--- config.mk ---
export PLATFORM = sky130hd
export DESIGN_NAME = vga_rect_filler_flat
export DESIGN_NICKNAME = d
export VERILOG_FILES = /design/src/rtl/vga_pkg.sv /design/src/rtl/vga_rect_filler_if.sv /design/src/rtl/vga_rect_clip.sv /design/src/rtl/vga_rect_filler.sv /design/src/flat_wrapper.sv
export SDC_FILE = /design/constraint.sdc
export NUM_CORES = 1
export LEC_CHECK = 0
export ABC_AREA = 0
export BUFFER_PORTS_ARGS = -buffer_cell sky130_fd_sc_hd__buf_2
export CORE_MARGIN = 2
export CORE_UTILIZATION = 57
export DETAILED_ROUTE_END_ITERATION = 6
export PLACE_DENSITY_LB_ADDON = 0.2
export SYNTH_ARGS = -nofsm -noshare
export SYNTH_HDL_FRONTEND = slang
export SYNTH_SLANG_ARGS = --single-unit
export TNS_END_PERCENT = 50
--- constraint.sdc ---
create_clock -name clock -period 3.13 [get_ports clock]
set_input_delay 0 -clock clock [delete_from_list [all_inputs] [get_ports clock]]
set_output_delay 0 -clock clock [all_outputs]
set_load 0.02 [all_outputs]
--- src/rtl/vga_pkg.sv ---
// Shared VGA definitions: screen geometry and coordinate widths per resolution, default colour depth, engine states.
package vga_pkg;

  localparam logic [55:0] RES_320X240  = "320x240";
  localparam logic [55:0] RES_640X480  = "640x480";
  localparam int          COLOUR_W_DEF = 3;

  typedef enum logic [1:0] {
    IDLE = 2'd0,
    DRAW = 2'd1,
    DONE = 2'd2
  } state_t;

  function automatic int res_xw(input logic [55:0] res);
    return (res == RES_640X480) ? 10 : 9;
  endfunction

  function automatic int res_yw(input logic [55:0] res);
    return (res == RES_640X480) ? 9 : 8;
  endfunction

  function automatic int res_width(input logic [55:0] res);
    return (res == RES_640X480) ? 640 : 320;
  endfunction

  function automatic int res_height(input logic [55:0] res);
    return (res == RES_640X480) ? 480 : 240;
  endfunction

endpackage

--- src/rtl/vga_rect_filler_if.sv ---
// Request and pixel-write bus between a drawing FSM (master) and the rectangle fill engine (slave).
interface vga_rect_filler_if #(
  parameter int XW       = vga_pkg::res_xw(vga_pkg::RES_320X240),
  parameter int YW       = vga_pkg::res_yw(vga_pkg::RES_320X240),
  parameter int COLOUR_W = vga_pkg::COLOUR_W_DEF
);

  logic                req_valid;
  logic                req_ready;
  logic [XW-1:0]       req_x0;
  logic [YW-1:0]       req_y0;
  logic [XW-1:0]       req_w;
  logic [YW-1:0]       req_h;
  logic [COLOUR_W-1:0] req_colour;
  logic                pause;
  logic [XW-1:0]       x;
  logic [YW-1:0]       y;
  logic [COLOUR_W-1:0] colour;
  logic                plot;
  logic                done;

  modport master (
    output req_valid, req_x0, req_y0, req_w, req_h, req_colour, pause,
    input  req_ready, x, y, colour, plot, done
  );

  modport slave (
    input  req_valid, req_x0, req_y0, req_w, req_h, req_colour, pause,
    output req_ready, x, y, colour, plot, done
  );

endinterface

--- src/rtl/vga_rect_clip.sv ---
// Accept-time extent computation; with RECT_CLIP_EN the rectangle is clipped to the screen, otherwise passed through.
// Purely combinational, no backpressure.
module vga_rect_clip
  import vga_pkg::*;
#(
  parameter logic [55:0] RESOLUTION = RES_320X240,
  localparam int         XW         = res_xw(RESOLUTION),
  localparam int         YW         = res_yw(RESOLUTION)
) (
  input  logic [XW-1:0] x0,
  input  logic [YW-1:0] y0,
  input  logic [XW-1:0] w,
  input  logic [YW-1:0] h,
  output logic [XW-1:0] x0_eff,
  output logic [YW-1:0] y0_eff,
  output logic [XW-1:0] w_eff,
  output logic [YW-1:0] h_eff,
  output logic          empty
);

  assign x0_eff = x0;
  assign y0_eff = y0;

`ifdef RECT_CLIP_EN
  localparam logic [XW-1:0] WIDTH  = XW'(res_width(RESOLUTION));
  localparam logic [YW-1:0] HEIGHT = YW'(res_height(RESOLUTION));

  logic          x_off;
  logic          y_off;
  logic [XW-1:0] x_room;
  logic [YW-1:0] y_room;

  // Room is only meaningful when the origin is on screen; the off flags mask the wrapped case.
  assign x_off  = (x0 >= WIDTH);
  assign y_off  = (y0 >= HEIGHT);
  assign x_room = WIDTH - x0;
  assign y_room = HEIGHT - y0;
  assign w_eff  = x_off ? '0 : ((w < x_room) ? w : x_room);
  assign h_eff  = y_off ? '0 : ((h < y_room) ? h : y_room);
`else
  assign w_eff = w;
  assign h_eff = h;
`endif

  assign empty = (w_eff == '0) || (h_eff == '0);

endmodule

--- src/rtl/vga_rect_filler.sv ---
// Rectangle fill engine: one pixel per cycle in raster order from the cycle after accept, done pulse one cycle after the last pixel.
// req_ready only in IDLE; pause freezes the raster and drops plot. Optional screen clipping via RECT_CLIP_EN.
module vga_rect_filler
  import vga_pkg::*;
#(
  parameter logic [55:0] RESOLUTION = RES_320X240,
  parameter int          COLOUR_W   = COLOUR_W_DEF,
  localparam int         XW         = res_xw(RESOLUTION),
  localparam int         YW         = res_yw(RESOLUTION)
) (
  input logic              clock,
  input logic              reset,
  vga_rect_filler_if.slave bus
);

  state_t state_q, state_d;

  logic [XW-1:0]       x0_q, x0_d;
  logic [YW-1:0]       y0_q, y0_d;
  logic [XW-1:0]       w_q, w_d;
  logic [YW-1:0]       h_q, h_d;
  logic [XW-1:0]       cx_q, cx_d;
  logic [YW-1:0]       cy_q, cy_d;
  logic                fin_q, fin_d;
  logic [XW-1:0]       x_q, x_d;
  logic [YW-1:0]       y_q, y_d;
  logic [COLOUR_W-1:0] colour_q, colour_d;
  logic                plot_q, plot_d;
  logic                done_q, done_d;

  logic [XW-1:0] x0_eff, w_eff;
  logic [YW-1:0] y0_eff, h_eff;
  logic          empty;
  logic          accept;
  logic          last_col;

  vga_rect_clip #(
    .RESOLUTION (RESOLUTION)
  ) u_clip (
    .x0     (bus.req_x0),
    .y0     (bus.req_y0),
    .w      (bus.req_w),
    .h      (bus.req_h),
    .x0_eff (x0_eff),
    .y0_eff (y0_eff),
    .w_eff  (w_eff),
    .h_eff  (h_eff),
    .empty  (empty)
  );

  assign accept        = (state_q == IDLE) && bus.req_valid;
  assign last_col      = (cx_q == w_q - XW'(1));
  assign bus.req_ready = (state_q == IDLE);
  assign bus.x         = x_q;
  assign bus.y         = y_q;
  assign bus.colour    = colour_q;
  assign bus.plot      = plot_q;
  assign bus.done      = done_q;

  always_ff @(posedge clock) begin
    if (reset) begin
      state_q <= IDLE;
    end else begin
      state_q <= state_d;
    end
  end

  always_comb begin
    state_d = state_q;
    case (state_q)
      IDLE:    if (accept) state_d = empty ? DONE : DRAW;
      DRAW:    if (fin_q) state_d = DONE;
      DONE:    state_d = IDLE;
      default: state_d = IDLE;
    endcase
  end

  // cx/cy always point at the next pixel still to be emitted; fin marks that the last one is already out.
  always_comb begin
    x0_d     = x0_q;
    y0_d     = y0_q;
    w_d      = w_q;
    h_d      = h_q;
    cx_d     = cx_q;
    cy_d     = cy_q;
    fin_d    = fin_q;
    x_d      = x_q;
    y_d      = y_q;
    colour_d = colour_q;
    plot_d   = 1'b0;
    done_d   = 1'b0;
    case (state_q)
      IDLE: begin
        if (accept) begin
          x0_d = x0_eff;
          y0_d = y0_eff;
          w_d  = w_eff;
          h_d  = h_eff;
          if (empty) begin
            done_d = 1'b1;
            fin_d  = 1'b0;
          end else begin
            x_d      = x0_eff;
            y_d      = y0_eff;
            colour_d = bus.req_colour;
            plot_d   = 1'b1;
            fin_d    = (w_eff == XW'(1)) && (h_eff == YW'(1));
            if (w_eff == XW'(1)) begin
              cx_d = '0;
              cy_d = YW'(1);
            end else begin
              cx_d = XW'(1);
              cy_d = '0;
            end
          end
        end
      end
      DRAW: begin
        if (fin_q) begin
          done_d = 1'b1;
        end else if (!bus.pause) begin
          x_d    = x0_q + cx_q;
          y_d    = y0_q + cy_q;
          plot_d = 1'b1;
          fin_d  = last_col && (cy_q == h_q - YW'(1));
          if (last_col) begin
            cx_d = '0;
            cy_d = cy_q + YW'(1);
          end else begin
            cx_d = cx_q + XW'(1);
          end
        end
      end
      default: ;
    endcase
  end

  always_ff @(posedge clock) begin
    if (reset) begin
      x0_q     <= '0;
      y0_q     <= '0;
      w_q      <= '0;
      h_q      <= '0;
      cx_q     <= '0;
      cy_q     <= '0;
      fin_q    <= 1'b0;
      x_q      <= '0;
      y_q      <= '0;
      colour_q <= '0;
      plot_q   <= 1'b0;
      done_q   <= 1'b0;
    end else begin
      x0_q     <= x0_d;
      y0_q     <= y0_d;
      w_q      <= w_d;
      h_q      <= h_d;
      cx_q     <= cx_d;
      cy_q     <= cy_d;
      fin_q    <= fin_d;
      x_q      <= x_d;
      y_q      <= y_d;
      colour_q <= colour_d;
      plot_q   <= plot_d;
      done_q   <= done_d;
    end
  end

endmodule

--- src/flat_wrapper.sv ---
// flat-port wrapper written by rule: the top's interface ports become plain ports
module vga_rect_filler_flat import vga_pkg::*;
#(
  parameter logic [55:0] RESOLUTION = RES_320X240,
  parameter int          COLOUR_W   = COLOUR_W_DEF,
  localparam int         XW         = res_xw(RESOLUTION),
  localparam int         YW         = res_yw(RESOLUTION)
)
  (clock, reset, bus_req_valid, bus_req_x0, bus_req_y0, bus_req_w, bus_req_h, bus_req_colour, bus_pause, bus_req_ready, bus_x, bus_y, bus_colour, bus_plot, bus_done);
  vga_rect_filler_if #(.XW((9)), .YW((8)), .COLOUR_W(COLOUR_W)) bus_i ();
  input logic clock;
  input logic reset;
  input wire logic [$bits(bus_i.req_valid)-1:0] bus_req_valid;
  input wire logic [$bits(bus_i.req_x0)-1:0] bus_req_x0;
  input wire logic [$bits(bus_i.req_y0)-1:0] bus_req_y0;
  input wire logic [$bits(bus_i.req_w)-1:0] bus_req_w;
  input wire logic [$bits(bus_i.req_h)-1:0] bus_req_h;
  input wire logic [$bits(bus_i.req_colour)-1:0] bus_req_colour;
  input wire logic [$bits(bus_i.pause)-1:0] bus_pause;
  output wire logic [$bits(bus_i.req_ready)-1:0] bus_req_ready;
  output wire logic [$bits(bus_i.x)-1:0] bus_x;
  output wire logic [$bits(bus_i.y)-1:0] bus_y;
  output wire logic [$bits(bus_i.colour)-1:0] bus_colour;
  output wire logic [$bits(bus_i.plot)-1:0] bus_plot;
  output wire logic [$bits(bus_i.done)-1:0] bus_done;
  assign bus_i.req_valid = bus_req_valid;
  assign bus_i.req_x0 = bus_req_x0;
  assign bus_i.req_y0 = bus_req_y0;
  assign bus_i.req_w = bus_req_w;
  assign bus_i.req_h = bus_req_h;
  assign bus_i.req_colour = bus_req_colour;
  assign bus_i.pause = bus_pause;
  assign bus_req_ready = bus_i.req_ready;
  assign bus_x = bus_i.x;
  assign bus_y = bus_i.y;
  assign bus_colour = bus_i.colour;
  assign bus_plot = bus_i.plot;
  assign bus_done = bus_i.done;
  vga_rect_filler #(.RESOLUTION(RESOLUTION), .COLOUR_W(COLOUR_W)) u_core (.clock(clock), .reset(reset), .bus(bus_i));
endmodule
==> key figures, run 1 <==
STA
  • Slew HR: 59.1%
  • Max Freq: 332 MHz
  • Worst Max-Slew Pin Slew: 0.608 ns
  • Max-slew violation count: 0
  • Final Cycle Share: 96.2%
  • Worst hold margin: 0.0325 ns
  • Clk_skew: 0.00547 ns
  • Final setup viols: 0
  • Final min period: 3.01 ns
  • Final hold violation count: 0
  • RSZ-0062 raised after global routing: false
  • Setup TNS: 0 ns

Worst setup path
  • Setup crit start kind: flop
  • CP top delay family: simple AND/OR/NAND/NOR gates
  • Worst endpoint required time: 3.42 ns
  • Worst-path cell chain: or4_4 > or4b_1 > a31o_2 > a2111oi_4 > a21oi_4 > or4_1 > a21oi_2
  • Setup CP Type: reg -> reg
  • Worst Setup End Kind: flop
  • Max stage delay cell, worst path: or4_4
  • Worst endpoint data arrival time: 3.30 ns
  • Critical path's largest stage delay: 0.55 ns
  • Worst Path Buf+Inv: 0
  • CP max FO: 8

Cells and area
  • Most frequent cells in the layout: 114 x nand2_1, 75 x dfxtp_1, 67 x a21oi_1
  • Nets: 703
  • Inserted Diodes: 0
  • Reg area: 1520 um^2
  • Fillers: 580
  • Multi-input combinational cell area: 2550 um^2
  • Ratio of cells with drive above 1 in the final layout: 16.5%
  • Area Overhead vs Synth: 22.6%
  • Commonest non-fill, non-tap cell in the layout: nand2_1

Logic synthesis
  • Sequential area share after synthesis: 35.7%
  • Post-Synth Simple-Gate Area: 26.2%
  • Main combinational cell family by area after synthesis: simple AND/OR/NAND/NOR gates
  • Adder-Cell Fraction of Synth Area: 6.52%
  • Area of the mapped netlist: 4260 um^2
  • Synth cell types: 55
  • Synth Area in Compound Gates: 17.7%
  • Synth Register Bits: 76
  • Number of flops mapped to enable cells by yosys: 0
  • Synth Flop Type: dfxtp_1
  • FFs w/ async S/R, synth: 0%
  • Mux cell area share after synthesis: 0.264%
  • Syn nets: 610
  • Synthesized instance count: 548
  • YS warnings: 0
  • Post-Synth XOR/XNOR Area: 8.83%
  • Syn_area_per_cell: 7.78 um^2

Power and ir drop
  • Power Dens Cells: 444 nW/um^2
  • Clock power share: 27.9%
  • IR drop worst, VDD: 412 uV
  • Internal power: 1.57 mW
  • Psw: 0.747 mW
  • Sw frac: 32.2%
  • Seq pwr share: 46.7%
  • LEAKAGE: 2.13 nW
  • Logic pwr share: 25.4%

Drt
  • Drt initial violations: 189
  • DRC violation count after routing: 0
  • Vias/cell: 5.80
  • DR WL/cell: 15.2 um
  • Total vias in the final route: 4307
  • Routed Antenna Nets: 0
  • Detailed Routing Iterations Pass 1: 4
  • WL final: 11300 um

Die
  • Initial Util: 58.8%
  • Rows: 31
  • Core Region: 7250 um^2
  • Die height: 90.5 um
  • Num ports: 64
  • DIE AREA: 8190 um^2
  • Die width: 90.5 um

Clocking
  • Clk_lat worst skew: 0.35 ns
  • Root cell of the clock tree: clkbuf_8
  • Bufs on Longest Clock Path: 2
  • Max H-tree Level: 3
  • Num CTS Buffers: 9
  • CTS tree: built
  • Clk slew on worst S/H paths: 0.07 ns
  • Clock net sink count: 76

Hold path
  • Min-delay worst type: in -> reg

Placement
  • Dpl hpwl: 7480 um
  • Port Buffer Count: 63
  • GP Congestion: 0.885

GRT
  • Total track usage: 27.6%
  • Vias in the first global route: 4042
  • Initial antenna violation count: 0
  • First-pass GRT wire length: 18500 um
  • Largest net degree at the start of global routing: 37
  • GR Overflow Total: 0

Status
  • Status: finished clean

Job
  • Max_cap viols: 0
[layer usage]
metal / track usage (%) / part of all wire [%] / vias to the layer above
met3: 5.43 / 6.0 / 16
met4: 10.0 / 1.5 / 0
met2: 44.8 / 47 / 165
met1: 36.4 / 45 / 2019
met5: 0 / 0 / -
li1: - / - / 2107
[synth_stat cells, types with 2 or more instances]
master	number	area (um^2)
a2111oi_0	2	17.5
a211oi_1	6	45.0
a21o_1	6	45.0
a21oi_1	68	340
a221oi_1	2	17.5
a22oi_1	3	22.5
a311oi_1	2	17.5
a31oi_1	6	37.5
a32oi_1	2	17.5
and2_1	2	12.5
and3_1	5	31.3
buf_4	2	15.0
buf_6	2	22.5
clkbuf_1	26	97.6
dfxtp_1	76	1520
fa_1	2	40.0
ha_1	19	238
inv_1	14	52.6
nand2_1	114	428
nand2b_1	5	31.3
nand3_1	17	85.1
nand3b_1	2	15.0
nand4_1	10	62.6
nor2_1	30	113
nor2b_1	6	37.5
nor3_1	12	60.1
nor4_1	12	75.1
nor4b_1	2	17.5
o211ai_1	3	22.5
o21ai_0	14	70.1
o31ai_1	2	15.0
or2_2	2	12.5
or3_1	4	25.0
or3_2	3	22.5
or4_1	3	22.5
or4b_2	2	20.0
xnor2_1	24	210
xor2_1	19	166
[sequential cells by signal, indices dropped and copies added (netlist names), 2 cells and up]
name and flops:
u_core.bus.y 8, u_core.state_q 2, u_core.cx_q 9, u_core.cy_q 8, u_core.bus.x 9, u_core.w_q 9
u_core.y0_q 8, u_core.bus.colour 3, u_core.h_q 8, u_core.x0_q 9
[path summary, 6_finish.rpt]
kind,start,endpoint,slack (ns),depth (start not counted)
min,bus_pause,u_core.fin_q$_SDFFE_PP0P_,0.03,4
max reg2reg,u_core.w_q[0]$_SDFFE_PP0P_,u_core.cy_q[5]$_SDFFE_PP0P_,0.12,7
min reg2reg,u_core.y0_q[2]$_SDFFE_PP0P_,u_core.y0_q[2]$_SDFFE_PP0P_,0.46,2
max,u_core.w_q[0]$_SDFFE_PP0P_,u_core.cy_q[5]$_SDFFE_PP0P_,0.12,7
[stage by stage]
step                setup WS [ns]  util [%]  total power [mW]  instance area, um^2  instances
floorplan                   0.350         -              1.47                 4260        548
global placement            0.210      63.9              1.61                 4640        687
detailed placement          0.105      63.9              1.63                 4640        687
CTS                        0.0859      71.3              2.30                 5170        739
global route              0.00841      72.0              2.43                 5230        743
finish                      0.118      72.0              2.32                 5230        743
[final cells by class]
cell class / instances / area share (%)
clock inverter: 3 / 0.287
multi-input combinational: 425 / 48.9
timing repair buffer: 115 / 15.6
tap: 99 / 2.37
sequential: 76 / 29.1
clock buffer: 11 / 2.71
inverter: 14 / 1.01
[cell families after synthesis]
kind of cell,Yosys count
and+or+nand+nor,236
AOI/OAI and AO/OA,124
DFF,76
buffers and inverters,47
xor gates and xnor gates,43
adders and majority gates,21
muxes,1
[power groups by stage]
stage / clock network, mW / registers (mW) / logic, mW
CTS: 0.656 / 1.08 / 0.565
detailed placement: 0 / 1.10 / 0.526
global route: 0.694 / 1.09 / 0.644
global placement: 0 / 1.10 / 0.513
floorplan: 0 / 1.13 / 0.338
finish: 0.646 / 1.08 / 0.588
[worst min-delay path: stages]
cell     delay, ns
buf_2         0.11
nor4_1        0.06
nand4_1       0.09
o41ai_1       0.07
[repair_timing]
action	CTS	global route
setup buffers	0	4
hold buffers	38	0
hold endpoints to repair	48	0
resized for setup	0	7
setup endpoints to repair	0	1
Power figures use the tool's default switching activity.
==> run 2: changes to the inputs <==
Settings changed: CORE_UTILIZATION 57 to 58, SYNTH_HIERARCHICAL from default to 1.
==> key figures, run 2 <==
Logic synthesis
  • Synth Register Bits: 76
  • Post-synth top cells: 115 x nand2_1, 76 x dfxtp_1, 59 x a21oi_1, 37 x nor2_1, 35 x buf_4
  • Most common cell in the netlist: nand2_1
  • Area of the mapped netlist: 4450 um^2
  • Top cell type's share of synthesized area: 34.2%
  • Syn nets: 637
  • FFs w/ async S/R, synth: 0%
  • Syn_area_per_cell: 7.74 um^2
  • Sequential area share after synthesis: 34.2%
  • Area leader, netlist: dfxtp_1
  • Synth area leaders: dfxtp_1 34%, nand2_1 9.7%, a21oi_1 6.6%
  • YS warnings: 6
  • Synthesized instance count: 575
  • Synth cell types: 60
  • Number of flops mapped to enable cells by yosys: 0
  • Synth Flop Type: dfxtp_1

Die
  • Core Region: 7330 um^2
  • Initial Util: 60.7%
  • Die width: 91.6 um
  • Rows: 31
  • DIE AREA: 8390 um^2
  • Num ports: 64
  • Die height: 91.6 um

Worst setup path
  • Reg2reg path depth: 9
  • Worst endpoint data arrival time: 3.01 ns
  • R2r startpoint: u_core/w_q[0]$_SDFFE_PP0P_
  • Worst endpoint required time: 3.40 ns
  • Setup crit start kind: flop
  • CP max FO: 14
  • Worst Setup End Kind: flop
  • Reg2reg setup slack: 0.38 ns
  • Worst r2r dst: u_core/cy_q[5]$_SDFFE_PP0P_
  • Setup CP Type: reg -> reg

Drt
  • Drt initial violations: 250
  • WL final: 11000 um
  • DRC violation count after routing: 0
  • Vias/cell: 5.58
  • DR WL/cell: 15.0 um
  • Routed Antenna Nets: 0
  • Total vias in the final route: 4100
  • Detailed Routing Iterations Pass 1: 5

Clocking
  • Max H-tree Level: 3
  • Clk_lat worst skew: 0.34 ns
  • CTS tree: built
  • Root cell of the clock tree: clkbuf_8
  • Num CTS Buffers: 9
  • Resize count post-CTS: 0
  • Clock net sink count: 76
  • Clk slew on worst S/H paths: 0.09 ns
  • Bufs on Longest Clock Path: 2

Power and ir drop
  • IR drop worst, VDD: 237 uV
  • Power Dens Cells: 457 nW/um^2
  • LEAKAGE: 2.13 nW

GRT
  • Total track usage: 26.8%
  • Largest net degree at the start of global routing: 55
  • Vias in the first global route: 3931
  • GR Overflow Total: 0
  • First-pass GRT wire length: 18400 um
  • Initial antenna violation count: 0

Cells and area
  • Ratio of cells with drive above 1 in the final layout: 15.4%
  • Most frequent cells in the layout: 115 x nand2_1, 76 x dfxtp_1, 63 x buf_2
  • Cell Count, Final, Fillers Out: 735
  • Fillers: 586
  • Inserted Diodes: 0
  • Commonest non-fill, non-tap cell in the layout: nand2_1
  • Nets: 693
  • Area Overhead vs Synth: 15.2%
  • Final instance area: 5120 um^2

STA
  • Clk_skew: 0.0112 ns
  • Final setup viols: 0
  • Slew HR: 48.3%
  • Final hold violation count: 0
  • RSZ-0062 raised after global routing: false
  • Worst Max-Slew Pin Slew: 0.776 ns
  • Setup TNS: 0 ns
  • Max Freq: 364 MHz
  • Worst hold margin: 0.136 ns
  • Final min period: 2.75 ns
  • Max-slew violation count: 0
  • Final Cycle Share: 87.8%
  • Final setup margin: 0.382 ns

Placement
  • Post-DP Area: 4540 um^2
  • Post-place setup slack: 0.404 ns
  • GP Congestion: 0.951
  • DP Cell Count: 681
  • Dpl hpwl: 7470 um
  • Port Buffer Count: 63

Hold path
  • Min-delay worst type: in -> reg
  • Worst hold stages: 5
  • Hold Crit Start: bus_req_valid
  • Worst Hold Endpoint: u_core/bus.done$_SDFF_PP0_

Status
  • Status: finished clean

Job
  • Max_cap viols: 0
run 2: cell count changes in the layout (fill, tap and decap cells not counted), sizes merged, moves of 3 or more:
cell / change
o21ai: +10
a21oi: -9
nor3: +9
nand3: -8
nor2: +7
buf: -6
nand4: -5
xnor2: -5
a21o: -4
inv: +4
nand2b: -4
a41oi: +3
nor2b: +3
run 2: logic make-up after synthesis:
kind of cell / synth area share [%]
xor+xnor: 7.48
simple gates: 25.0
buf+inv: 10.7
flops: 34.2
fa+ha+maj: 6.24
compound gates: 16.1
mux: 0.225
run 2: final cells by class:
class	instances	area, um^2	share of cell area [%]
clock buffer	10	138	2.69
timing repair buffer	109	756	14.7
clock inverter	6	63.8	1.25
tap	99	124	2.42
inverter	18	67.6	1.32
multi-input combinational	417	2450	47.9
sequential	76	1520	29.7
run 2: worst max-delay path, stage by stage (launching register included):
cell	delay [ns]
dfxtp_1	0.42
inv_1	0.09
ha_1	0.27
nor2b_1	0.15
or3_1	0.34
a31o_1	0.24
nor4_4	0.29
a21oi_2	0.20
or4_1	0.54
a21oi_1	0.15
run 2: worst max-delay path by stage:
stage / cells after the start / end / start / slack (ns)
6_report: 9 / u_core/cy_q[5]$_SDFFE_PP0P_ / u_core/w_q[0]$_SDFFE_PP0P_ / 0.38
5_1_grt: 9 / u_core/cy_q[5]$_SDFFE_PP0P_ / u_core/w_q[0]$_SDFFE_PP0P_ / 0.18
4_1_cts: 9 / u_core/cy_q[5]$_SDFFE_PP0P_ / u_core/w_q[0]$_SDFFE_PP0P_ / 0.41
3_5_place_dp: 9 / u_core/cy_q[5]$_SDFFE_PP0P_ / u_core/w_q[0]$_SDFFE_PP0P_ / 0.40
3_3_place_gp: 9 / u_core/cy_q[5]$_SDFFE_PP0P_ / u_core/w_q[0]$_SDFFE_PP0P_ / 0.50
2_1_floorplan: 9 / u_core/cy_q[5]$_SDFFE_PP0P_ / u_core/w_q[0]$_SDFFE_PP0P_ / 0.67
run 2: what timing repair did:
| action | CTS | global route |
|---|---|---|
| buffers inserted | 0 | 0 |
| endpoints found under the hold margin | 54 | 0 |
| hold buffers | 38 | 0 |
run 2: per-layer routing:
layer  up-vias  routed length (um)  track usage, %
met3        10                 479            3.49
li1       2046                   -               -
met5         -                   0               0
met4         0                 111            8.46
met1      1934                4790            34.4
met2       110                5630            46.6
run 2: power breakdown:
part / internal [mW] / switching (mW) / leakage (nW)
combinational: 0.203 / 0.295 / 1.40
clock: 0.389 / 0.376 / 0.0983
sequential: 1.03 / 0.0491 / 0.623
total: 1.62 / 0.720 / 2.13
run 2: per-stage QoR:
step | total power [mW] | util [%]
2_1_floorplan | 1.44 | -
6_report | 2.34 | 69.9
3_3_place_gp | 1.54 | 62.0
5_1_grt | 2.45 | 69.9
3_5_place_dp | 1.55 | 62.0
4_1_cts | 2.34 | 69.9
==> run 3: changes to the inputs <==
Settings changed: ABC_AREA 0 to default, MAX_ROUTING_LAYER from default to met4.
==> key figures, run 3 (synthesized netlist as in run 2, its figures left out) <==
Hold path
  • Min-delay worst type: in -> reg

GRT
  • Largest net degree at the start of global routing: 55
  • First-pass GRT wire length: 18400 um
  • Vias in the first global route: 3929
  • Initial antenna violation count: 0
  • Total track usage: 27.6%
  • GR Overflow Total: 0

Clocking
  • Clk slew on worst S/H paths: 0.08 ns
  • Num CTS Buffers: 9
  • Clk_lat worst skew: 0.34 ns
  • CTS tree: built
  • Root cell of the clock tree: clkbuf_8
  • Max H-tree Level: 3
  • Bufs on Longest Clock Path: 2
  • Clock net sink count: 76

Worst setup path
  • CP max FO: 14
  • Critical path's largest stage delay: 0.54 ns
  • Worst endpoint data arrival time: 3.01 ns
  • Worst endpoint required time: 3.40 ns
  • Worst-path cell chain: inv_1 > ha_1 > nor2b_1 > or3_1 > a31o_1 > nor4_4 > a21oi_2 > or4_1 > a21oi_1
  • Setup CP Type: reg -> reg
  • Worst Path Buf+Inv: 1
  • Max stage delay cell, worst path: or4_1
  • CP top delay family: simple AND/OR/NAND/NOR gates
  • Worst Setup End Kind: flop
  • Setup crit start kind: flop

Cells and area
  • Multi-input combinational cell area: 2450 um^2
  • Nets: 693
  • Inserted Diodes: 0
  • Final Core Density: 69.9%
  • Ratio of cells with drive above 1 in the final layout: 15.4%
  • Commonest non-fill, non-tap cell in the layout: nand2_1
  • Cell Count, Final, Fillers Out: 735
  • Reg area: 1520 um^2
  • Fillers: 586
  • Most frequent cells in the layout: 115 x nand2_1, 76 x dfxtp_1, 63 x buf_2
  • Area Overhead vs Synth: 15.2%

Power and ir drop
  • Logic pwr share: 21.2%
  • Seq pwr share: 46.1%
  • Power Dens Cells: 457 nW/um^2
  • Internal power: 1.62 mW
  • Clock power share: 32.7%
  • Sw frac: 30.7%
  • Psw: 0.719 mW
  • Tot Pwr: 2.34 mW
  • IR drop worst, VDD: 237 uV
  • LEAKAGE: 2.13 nW

Placement
  • Port Buffer Count: 63
  • GP Congestion: 0.968
  • DP Cell Count: 681
  • Dpl hpwl: 7470 um
  • Post-place setup slack: 0.404 ns

Die
  • DIE AREA: 8390 um^2
  • Core Region: 7330 um^2
  • Die height: 91.6 um
  • Num ports: 64
  • Rows: 31
  • Die width: 91.6 um
  • Initial Util: 60.7%

Status
  • Status: finished clean

STA
  • Final setup viols: 0
  • Max-slew violation count: 0
  • RSZ-0062 raised after global routing: false
  • Final min period: 2.75 ns
  • Final Cycle Share: 87.7%
  • Setup TNS: 0 ns
  • Final hold violation count: 0
  • Slew HR: 48.4%
  • Clk_skew: 0.0109 ns
  • Max Freq: 364 MHz
  • Final setup margin: 0.384 ns
  • Worst Max-Slew Pin Slew: 0.774 ns

Drt
  • Drt initial violations: 291
  • Vias/cell: 5.56
  • Total vias in the final route: 4085
  • DRC violation count after routing: 0
  • Routed Antenna Nets: 0
  • WL final: 11000 um
  • Detailed Routing Iterations Pass 1: 5
  • DR WL/cell: 15.0 um

Job
  • Max_cap viols: 0
[run 3: cell counts in the layout (fill, tap and decap cells not counted)]
Identical to the previous run, type by type.
[run 3: layout make-up]
type | instances | area share [%]
clock inverter | 6 | 1.25
sequential | 76 | 29.7
clock buffer | 10 | 2.69
inverter | 18 | 1.32
multi-input combinational | 417 | 47.9
timing repair buffer | 109 | 14.7
tap | 99 | 2.42
[run 3: power by group through the flow]
stage	combinational, mW	clock (mW)	sequential (mW)
6_report	0.497	0.764	1.08
5_1_grt	0.548	0.816	1.09
4_1_cts	0.491	0.773	1.08
3_5_place_dp	0.452	0	1.10
3_3_place_gp	0.442	0	1.10
2_1_floorplan	0.321	0	1.12
[run 3: timing repair]
item / CTS / global route
resized for setup: 0 / 0
buffers inserted: 0 / 0
hold endpoints to repair: 54 / 0
hold buffers: 38 / 0
[run 3: final timing paths]
path,startpoint,endpoint,slack [ns],cells past startpoint
hold reg to reg,u_core/bus.x[1]$_SDFFE_PP0P_,u_core/bus.x[1]$_SDFFE_PP0P_,0.46,2
setup / recovery,u_core/w_q[0]$_SDFFE_PP0P_,u_core/cy_q[5]$_SDFFE_PP0P_,0.38,9
setup reg to reg,u_core/w_q[0]$_SDFFE_PP0P_,u_core/cy_q[5]$_SDFFE_PP0P_,0.38,9
hold / removal,bus_req_valid,u_core/bus.done$_SDFF_PP0_,0.13,5
[run 3: metal layers]
metal	share of wire, %	track usage [%]
met5	0	-
met1	44	34.3
met4	0.91	8.46
met3	4.0	3.49
met2	51	46.8
[run 3: worst min-delay path, stage by stage]
cell and delay [ns]:
buf_2 0.12, nand2_1 0.06, nor2_1 0.08, a21oi_1 0.06, nor3_1 0.11
[run 3: stage by stage]
step / instance area [um^2] / hold WS [ns]
final: 5120 / 0.135
after global routing: 5120 / 0.164
after global placement: 4540 / 0.242
after detailed placement: 4540 / 0.248
after floorplan: 4450 / 0.0994
after CTS: 5120 / 0.122
